[src/rtl/rgb_led_arbiter_pkg.sv]
`default_nettype none
// +----------------------------------------------------------------------------+
// | rgb_arb_pkg : shared types and constants for the RGB LED arbiter            |
// | Rev 1.0                                                                     |
// +----------------------------------------------------------------------------+
package rgb_arb_pkg;

  localparam logic [1:0] ST_IDLE  = 2'd0;
  localparam logic [1:0] ST_GRANT = 2'd1;
  localparam logic [1:0] ST_BLANK = 2'd2;

  typedef enum logic [1:0] {
    IDLE  = ST_IDLE,
    GRANT = ST_GRANT,
    BLANK = ST_BLANK
  } arb_state_t;

  // {R,G,B}, active-high at the arbiter inputs
  typedef logic [2:0] rgb_t;

  localparam rgb_t LED_OFF = 3'b111;

  function automatic int idx_width(input int n);
    return (n > 1) ? $clog2(n) : 1;
  endfunction

endpackage
`default_nettype wire

[src/rtl/rgb_led_arbiter_rr_pick.sv]
`default_nettype none
// +----------------------------------------------------------------------------+
// | rr_pick : combinational round-robin picker, first eligible after ptr_i      |
// | Rev 1.0                                                                     |
// +----------------------------------------------------------------------------+
module rr_pick
  import rgb_arb_pkg::*;
#(
  parameter int NUM_REQ = 4,
  parameter int IW      = idx_width(NUM_REQ)
) (
  input  logic [NUM_REQ-1:0] req_i,
  input  logic [NUM_REQ-1:0] mask_i,
  input  logic [IW-1:0]      ptr_i,
  output logic               valid_o,
  output logic [IW-1:0]      idx_o
);

  logic [NUM_REQ-1:0] w_elig;
  logic [IW:0]        w_sum;
  logic [IW-1:0]      w_cand;

  assign w_elig = req_i & mask_i;

  // Walk ptr+1, ptr+2, ... wrapping; the first hit wins.
  always_comb begin
    valid_o = 1'b0;
    idx_o   = '0;
    w_sum   = '0;
    w_cand  = '0;
    for (int k = 1; k <= NUM_REQ; k++) begin
      w_sum = {1'b0, ptr_i} + (IW+1)'(k);
      if (w_sum >= (IW+1)'(NUM_REQ)) begin
        w_sum = w_sum - (IW+1)'(NUM_REQ);
      end
      w_cand = w_sum[IW-1:0];
      if (!valid_o && w_elig[w_cand]) begin
        valid_o = 1'b1;
        idx_o   = w_cand;
      end
    end
  end

endmodule
`default_nettype wire

[src/rtl/rgb_led_arbiter.sv]
`default_nettype none
// +----------------------------------------------------------------------------+
// | rgb_led_arbiter : round-robin owner of the active-low RGB LED, with dwell   |
// | Option macro RGB_ARB_BLANK_EN inserts an LED-off gap between owners.        |
// | Rev 1.0                                                                     |
// +----------------------------------------------------------------------------+
module rgb_led_arbiter
  import rgb_arb_pkg::*;
#(
  parameter int NUM_REQ      = 4,
  parameter int HOLD_CYCLES  = 2000000,
  parameter int BLANK_CYCLES = 120000
) (
  input  logic                 clk,
  input  logic                 rst,
  input  logic [NUM_REQ-1:0]   req,
  input  logic [NUM_REQ*3-1:0] color,
  output logic [NUM_REQ-1:0]   gnt,
  output logic                 busy,
  output logic                 RGB_R,
  output logic                 RGB_G,
  output logic                 RGB_B
);

  localparam int IW = idx_width(NUM_REQ);
  localparam int CW = idx_width(HOLD_CYCLES);
  localparam logic [CW-1:0] HOLD_MAX = CW'(HOLD_CYCLES - 1);
  localparam logic          HOLD_ONE = (HOLD_CYCLES == 1);
  localparam logic [IW-1:0] PTR_INIT = IW'(NUM_REQ - 1);

  if ((NUM_REQ < 2) || (NUM_REQ > 8) || (HOLD_CYCLES < 1) || (BLANK_CYCLES < 1)) begin : g_bad_params
    $error("rgb_led_arbiter: parameter out of range");
  end

  rgb_t w_color [NUM_REQ];

  for (genvar g = 0; g < NUM_REQ; g++) begin : g_unpack
    assign w_color[g] = color[g*3 +: 3];
  end

  logic [1:0]         state_q, state_d;
  logic [NUM_REQ-1:0] gnt_q, gnt_d;
  logic [IW-1:0]      owner_q, owner_d;
  logic [IW-1:0]      ptr_q, ptr_d;
  logic [CW-1:0]      cnt_q, cnt_d;
  logic               exp_q, exp_d;
  logic               busy_q;
  rgb_t               rgb_q, rgb_d;

`ifdef RGB_ARB_BLANK_EN
  localparam int BW = idx_width(BLANK_CYCLES);
  localparam logic [BW-1:0] BLANK_MAX = BW'(BLANK_CYCLES - 1);
  logic [BW-1:0]      bcnt_q, bcnt_d;
`endif

  logic               w_pick_valid;
  logic [IW-1:0]      w_pick_idx;
  logic               w_owner_req;
  logic [CW-1:0]      w_cnt_inc;
  logic               w_take;

  // gnt_q is the owner one-hot in GRANT and zero elsewhere, so it doubles as the exclusion mask.
  rr_pick #(
    .NUM_REQ (NUM_REQ),
    .IW      (IW)
  ) u_pick (
    .req_i   (req),
    .mask_i  (~gnt_q),
    .ptr_i   (ptr_q),
    .valid_o (w_pick_valid),
    .idx_o   (w_pick_idx)
  );

  assign w_owner_req = |(req & gnt_q);
  assign w_cnt_inc   = (cnt_q == HOLD_MAX) ? cnt_q : cnt_q + 1'b1;

  always_comb begin
    state_d = state_q;
    gnt_d   = gnt_q;
    owner_d = owner_q;
    ptr_d   = ptr_q;
    cnt_d   = cnt_q;
    exp_d   = exp_q;
    rgb_d   = rgb_q;
    w_take  = 1'b0;
`ifdef RGB_ARB_BLANK_EN
    bcnt_d  = bcnt_q;
`endif
    case (state_q)
      ST_IDLE: begin
        rgb_d = LED_OFF;
        if (w_pick_valid) begin
          w_take = 1'b1;
        end
      end
      ST_GRANT: begin
        if (!w_owner_req) begin
          gnt_d = '0;
          rgb_d = LED_OFF;
`ifdef RGB_ARB_BLANK_EN
          state_d = ST_BLANK;
          bcnt_d  = '0;
`else
          state_d = ST_IDLE;
`endif
        end else if (exp_q && w_pick_valid) begin
`ifdef RGB_ARB_BLANK_EN
          gnt_d   = '0;
          rgb_d   = LED_OFF;
          state_d = ST_BLANK;
          bcnt_d  = '0;
`else
          w_take  = 1'b1;
`endif
        end else begin
          rgb_d = ~w_color[owner_q];
          cnt_d = w_cnt_inc;
          exp_d = exp_q | (w_cnt_inc == HOLD_MAX);
        end
      end
`ifdef RGB_ARB_BLANK_EN
      ST_BLANK: begin
        rgb_d = LED_OFF;
        if (bcnt_q == BLANK_MAX) begin
          if (w_pick_valid) begin
            w_take = 1'b1;
          end else begin
            state_d = ST_IDLE;
          end
        end else begin
          bcnt_d = bcnt_q + 1'b1;
        end
      end
`endif
      default: begin
        state_d = ST_IDLE;
        gnt_d   = '0;
        rgb_d   = LED_OFF;
      end
    endcase

    // A fresh grant restarts the dwell; a single-cycle hold is expired from the start.
    if (w_take) begin
      state_d             = ST_GRANT;
      gnt_d               = '0;
      gnt_d[w_pick_idx]   = 1'b1;
      owner_d             = w_pick_idx;
      ptr_d               = w_pick_idx;
      cnt_d               = '0;
      exp_d               = HOLD_ONE;
      rgb_d               = ~w_color[w_pick_idx];
    end
  end

  always_ff @(posedge clk) begin
    if (rst) begin
      state_q <= ST_IDLE;
      gnt_q   <= '0;
      owner_q <= '0;
      ptr_q   <= PTR_INIT;
      cnt_q   <= '0;
      exp_q   <= 1'b0;
      busy_q  <= 1'b0;
      rgb_q   <= LED_OFF;
    end else begin
      state_q <= state_d;
      gnt_q   <= gnt_d;
      owner_q <= owner_d;
      ptr_q   <= ptr_d;
      cnt_q   <= cnt_d;
      exp_q   <= exp_d;
      busy_q  <= |gnt_d;
      rgb_q   <= rgb_d;
    end
  end

`ifdef RGB_ARB_BLANK_EN
  always_ff @(posedge clk) begin
    if (rst) begin
      bcnt_q <= '0;
    end else begin
      bcnt_q <= bcnt_d;
    end
  end
`endif

  assign gnt   = gnt_q;
  assign busy  = busy_q;
  assign RGB_R = rgb_q[2];
  assign RGB_G = rgb_q[1];
  assign RGB_B = rgb_q[0];

endmodule
`default_nettype wire

[config.mk]
export PLATFORM = sky130hd
export DESIGN_NAME = rgb_led_arbiter
export DESIGN_NICKNAME = d
export VERILOG_FILES = /design/src/rtl/rgb_led_arbiter_pkg.sv /design/src/rtl/rgb_led_arbiter_rr_pick.sv /design/src/rtl/rgb_led_arbiter.sv
export SDC_FILE = /design/constraint.sdc
export NUM_CORES = 1
export LEC_CHECK = 0
export CAP_MARGIN = 10
export CORE_MARGIN = 2
export CORE_UTILIZATION = 55
export DETAILED_ROUTE_END_ITERATION = 12
export PLACE_DENSITY = 0.81
export SYNTH_ARGS = -nofsm -noshare
export SYNTH_HDL_FRONTEND = slang
export SYNTH_SLANG_ARGS = --single-unit
[constraint.sdc]
create_clock -name clk -period 2.7 [get_ports clk]
set_input_delay 0.81 -clock clk [delete_from_list [all_inputs] [get_ports clk]]
set_output_delay 0.81 -clock clk [all_outputs]
set_load 0.005 [all_outputs]
=== Yosys cells after proc, flatten, opt, wreduce, memory -nomap -nowiden ===
Cells that the tools add are included.

* Bitwise gates (word level): 10
* Reductions and logical operators: 15
* Add/sub/neg operators: 9
* $lt $le $gt $ge: 12
* Muxes and demuxes: 43
* Equality and inequality tests: 7

{| class="wikitable"
|+ Operator list
! cell !! count
|-
| $eq 21x21->1 const B || 2
|-
| $mux 3 || 8
|-
| $add 21x1->21 const B || 1
|-
| $mux 21 || 1
|-
| $ge 3x3->1 const B || 6
|-
| $mux 2 || 9
|-
| $lt 2x3->1 const B || 5
|-
| $mux 1 || 13
|-
| $bmux 3 s2 || 2
|-
| $and 4x4->4 || 2
|-
| $bmux 1 s2 || 4
|-
| $mux 4 || 2
|-
| $pmux 4 s2 || 1
|-
| $reduce_or 4->1 || 2
|-
| $sub 2x1->2 const B || 4
|-
| $add 2x2->3 const B || 2
|-
| $not 2->3 || 2
|-
| $not 3->3 || 2
|-
| $logic_and 1x1->1 || 5
|-
| $ne 2x2->1 const B || 2
|-
| $ne 4x4->1 const B || 1
|-
| $not 4->4 || 1
|-
| $pmux 2 s2 || 1
|-
| $reduce_and 2->1 || 2
|-
| other kinds (13) || 16
|}

* Input port bits: 18
* Register bits: 36

=== Depth between registers and ports, before layout ===
* Word-level depth: 21
* Gate-level depth with buffers: 8
* Gate-level depth less buffers: 7

=== Hierarchy ===
Synthesis repeated with hierarchy kept, for this count alone.

* Cells, all modules: 262
* Area total of the unflattened synthesis: 2187.1 sq um

{| class="wikitable"
|+ By module, submodules not included
! module !! area each (sq um) !! times used !! cells an instance
|-
| rgb_led_arbiter || 2070.7 || 1 || 247
|-
| rr_pick || 116.4 || 1 || 15
|}

=== Worst setup path before layout ===
No wires, ideal clock.

* Kind: input to register
* Start: input port req[0]
* End: register rgb_q[0]
* Setup slack: 0.471 ns
* Arrival: 2.150 ns
* Cell stages on the path: 6
* Setup time: 0.079 ns
* Buffers on the path: 0
* Data required time: 2.621 ns
* Path through: nor2b_1 > o22ai_1 > a211oi_1 > mux2i_1 > nand2_1 > a22oi_1

* Cells in the longest elaborated chain, start to end: 19

{| class="wikitable"
|+ RTL lines
! what !! line !! RTL
|-
| start: declaration || rgb_led_arbiter.sv:16 || <nowiki>input logic [NUM_REQ-1:0] req,</nowiki>
|-
| branches (longest 19 deep; another with $and 4x4->4) || - ||
|-
| end signal: assignment || rgb_led_arbiter.sv:173 || <nowiki>rgb_q <= rgb_d;</nowiki>
|-
| end: declaration || rgb_led_arbiter.sv:48 || <nowiki>rgb_t rgb_q, rgb_d;</nowiki>
|}

Several ways; the timed one is not identified. The select of a mux whose other input is x is not followed.
A chain may end at the register's enable or synchronous reset.

=== Worst setup path in the final report ===
* Start: input port req[1]
* End: register cnt_q[19]

* Cells in the longest elaborated chain, start to end: 18

{| class="wikitable"
|+ RTL lines
! what !! line !! RTL
|-
| $and 4x4->4 || rgb_led_arbiter_rr_pick.sv:23 || <nowiki>assign w_elig = req_i & mask_i;</nowiki>
|-
| $bmux 1 s2 || rgb_led_arbiter_rr_pick.sv:37 || <nowiki>if (!valid_o && w_elig[w_cand]) begin</nowiki>
|-
| $mux 1 (implied by the code) || rgb_led_arbiter_rr_pick.sv:37 ||
|-
| $mux 1 || rgb_led_arbiter_rr_pick.sv:37 ||
|-
| $logic_not 1->1 || rgb_led_arbiter_rr_pick.sv:37 ||
|-
| $logic_and 1x1->1 || rgb_led_arbiter_rr_pick.sv:37 ||
|-
| $mux 1 || rgb_led_arbiter_rr_pick.sv:37 ||
|-
| $logic_not 1->1 || rgb_led_arbiter_rr_pick.sv:37 ||
|-
| [... 2 more ...] || - ||
|-
| $logic_not 1->1 || rgb_led_arbiter_rr_pick.sv:37 ||
|-
| $logic_and 1x1->1 || rgb_led_arbiter_rr_pick.sv:37 ||
|-
| $mux 1 || rgb_led_arbiter_rr_pick.sv:37 ||
|-
| $logic_and 1x1->1 || rgb_led_arbiter.sv:106 || <nowiki>end else if (exp_q && w_pick_valid) begin</nowiki>
|-
| $mux 1 || rgb_led_arbiter.sv:106 ||
|-
| $mux 1 || rgb_led_arbiter.sv:97 || <nowiki>if (!w_owner_req) begin</nowiki>
|-
| $pmux 1 s2 || rgb_led_arbiter.sv:89 || <nowiki>case (state_q)</nowiki>
|-
| $reduce_or 2->1 (no source line) || - ||
|-
| end signal: assignment || rgb_led_arbiter.sv:170 || <nowiki>cnt_q <= cnt_d;</nowiki>
|-
| end: declaration || rgb_led_arbiter.sv:45 || <nowiki>logic [CW-1:0] cnt_q, cnt_d;</nowiki>
|}

Several ways; a longest one is shown, not always the timed one. The select of a mux whose other input is x is not followed.

==> reports/qor.txt <==
largest family of logic cells by synthesized area: simple AND/OR/NAND/NOR gates
hold_buf cts: 0
die area: 0.00438 mm2
initial antenna violation count: 0
drt initial violations: 104
Synth Register Bits: 35
layout cells sized above 1: 0.137
clk sink count: 35
cells after synthesis: 258
clk root buf: clkbuf_8
Most used DFF post-synth: dfxtp_1
initial core utilization: 0.577
crit path kind: in -> reg
pwr dens: 510 mW/mm2
FILL cells: 300
Synth Area in Adders: 0.00588
Residual DRC: 0
first-pass GRT wire length: 8.50 mm
CP Launch Type: input port
Final ANT Viol Nets: 0
pre-CTS setup slack: -0.0438 ns
Pre-antenna DRT Iters: 5
die width: 66.2 um
port buffer count: 25
gpl congestion: 0.838
distinct cell type count after synthesis: 57
Setup Buffers After CTS: 0
Clock Path Buffers: 2
overall routing resource usage: 0.251
Final Hold Fails: 0
synth warn: 0
Critical Path RT: 2.89 ns
post-synthesis xor/xnor area fraction: 0.0782
Slew @ Worst Pin: 0.519 ns
PostCTS Resize Cnt: 0
Inst Count DP: 339
VDD IR max: 0.385 mV
Arr. time, crit path: 2.61 ns
status: complete, no violations
Routed Wire Length: 4.94 mm
largest net degree at the start of global routing: 15
final period utilization: 0.898
Tmin final: 2.43 ns
Multi-input gate area: 0.00136 mm2
simple-gate share of the synthesized area: 0.312
# diodes: 0
Final Skew: 0.00475 ns
register area: 701 um2
Seq/Total Area, Yosys: 0.329
post-DR wirelength/cell: 14.2 um
Max-slew headroom: 0.652
Core Util, Final: 0.713
vias in the first global route: 1,925
static leakage: 0.938 nW
leading area contributor after synthesis: dfxtp_1
number of synthesized flops with an enable pin: 0
Max Slew Vio Count: 0
H-tree lvl count: 2
worst-path fanout max: 13
via count: 2,065
I/O pin cnt: 26
die height: 66.2 um
Clock transition at path regs: 0.07 ns
CTS tree: yes
Worst Setup End Kind: flop
Synth Cell Area: 0.00213 mm2
synth top area cells: dfxtp_1, nor2_1, xnor2_1
non-filler instance count after layout: 347
final setup margin: 0.274 ns
Hold Crit Class: reg -> reg
Syn Nets: 277
synthesis-to-finish area growth: 23.6%
area share of the largest cell type after synthesis: 0.329
CTS Buf Count: 5
Final HPWL DP: 3.77 mm
clk_lat worst skew: 0.29 ns
final setup fails: 0
post-layout net count: 317
syn_area_per_cell: 8.24 um2
setup TNS: 0 ns
Synth Area in Compound Gates: 0.185
Overflow after GRT: 0
core footprint: 0.00369 mm2
multiplexer area fraction after synthesis: 0.0559
Achievable Freq: 412 MHz
Row Count: 22
Async S/R FF share, synth: 0
RSZ-0062 raised after global routing: false
post-DR vias/cell: 5.95
Max-Cap Viols: 0
-- cell usage in the layout (no fill, tap or decap), types with 5 or more instances in the layout --
cell type and instances:
a21oi_1 14, inv_1 6, nand2_1 27, xnor2_1 13, nor3_1 10, clkdlybuf4s50_1 25
nand3_1 8, buf_4 18, clkbuf_8 5, o21ai_0 8, nor2_1 33, nor4_1 5
dfxtp_1 35, a22oi_1 6, nand4_1 6, xor2_1 6, nand2b_1 6
-- report_power, final --
group          switching [mW]  total [mW]  internal [mW]
combinational           0.176       0.382          0.205
clock                   0.188       0.368          0.180
sequential             0.0400       0.591          0.551
total                   0.404        1.34          0.937
-- metrics by stage --
| step | area (um2) | power, mW | hold slack (ns) |
|---|---|---|---|
| finish | 2630 | 1.34 | 0.520 |
| floorplan | 2130 | 0.811 | 0.476 |
| detailed placement | 2540 | 0.983 | 0.508 |
| global route | 2630 | 1.42 | 0.566 |
| CTS | 2630 | 1.35 | 0.518 |
| global placement | 2540 | 0.973 | 0.492 |
-- critical path, stage by stage --
cell	delay, ns
clkdlybuf4s50_1	0.51
a22oi_1	0.13
a21o_1	0.21
a21o_1	0.17
buf_4	0.18
nor4_1	0.38
xnor2_1	0.17
nor2_1	0.05
-- layout make-up --
type                    instances  share of cell area
clock buffers                   6              0.0276
well taps                      48              0.0228
flip-flops and latches         35               0.267
clock inverters                 2             0.00476
repair buffers                 44               0.154
inverters                       6             0.00857
multi-input cells             206               0.515
-- registers in the layout (all words and copies together) (netlist names) --
register / cells
gnt: 4
state_q: 1
rgb_q: 3
cnt_q: 21
exp_q: 1
busy: 1
ptr_q: 2
owner_q: 2
-- synth_stat cells, types with 2 or more instances --
| library cell | number |
|---|---|
| a21o_1 | 2 |
| a21oi_1 | 14 |
| a22o_1 | 2 |
| a22oi_1 | 6 |
| and3b_1 | 2 |
| buf_2 | 3 |
| clkbuf_1 | 7 |
| dfxtp_1 | 35 |
| inv_1 | 6 |
| mux2i_1 | 4 |
| mux4_2 | 3 |
| nand2_1 | 27 |
| nand2b_1 | 6 |
| nand3_1 | 8 |
| nand3b_1 | 2 |
| nand4_1 | 6 |
| nor2_1 | 33 |
| nor2b_1 | 3 |
| nor3_1 | 10 |
| nor3_2 | 2 |
| nor3b_1 | 4 |
| nor4_1 | 5 |
| nor4b_1 | 2 |
| o21ai_0 | 8 |
| o21bai_1 | 2 |
| o221a_2 | 3 |
| o22ai_1 | 2 |
| or3_1 | 4 |
| or3b_2 | 2 |
| xnor2_1 | 13 |
| xor2_1 | 6 |
-- worst paths after layout --
path	from	end	slack [ns]	cells after the start
worst max-delay path	req[1]	cnt_q[19]$_SDFFE_PP0P_	0.27	8
worst min-delay path	cnt_q[1]$_SDFFE_PP0P_	cnt_q[1]$_SDFFE_PP0P_	0.52	2
worst max register to register	cnt_q[10]$_SDFFE_PP0P_	exp_q$_SDFFE_PP0P_	0.52	6
worst min register to register	cnt_q[1]$_SDFFE_PP0P_	cnt_q[1]$_SDFFE_PP0P_	0.52	2
-- per-layer routing --
| layer | vias up | share of wire | GRT usage |
|---|---|---|---|
| met2 | 61 | 0.49 | 0.415 |
| met5 | - | 0 | 0 |
| met3 | 9 | 0.055 | 0.0579 |
| li1 | 1027 | - | - |
| met1 | 968 | 0.44 | 0.323 |
| met4 | 0 | 0.013 | 0.0765 |
-- logic make-up (layout without fill, tap and decap cells) --
family,after synthesis,in the layout
xor+xnor,19,19
fa+ha+maj,1,1
mux,8,8
compound gates,56,56
flops,35,35
simple gates,122,122
buf+inv,17,58
Power figures use the tool's default switching activity.
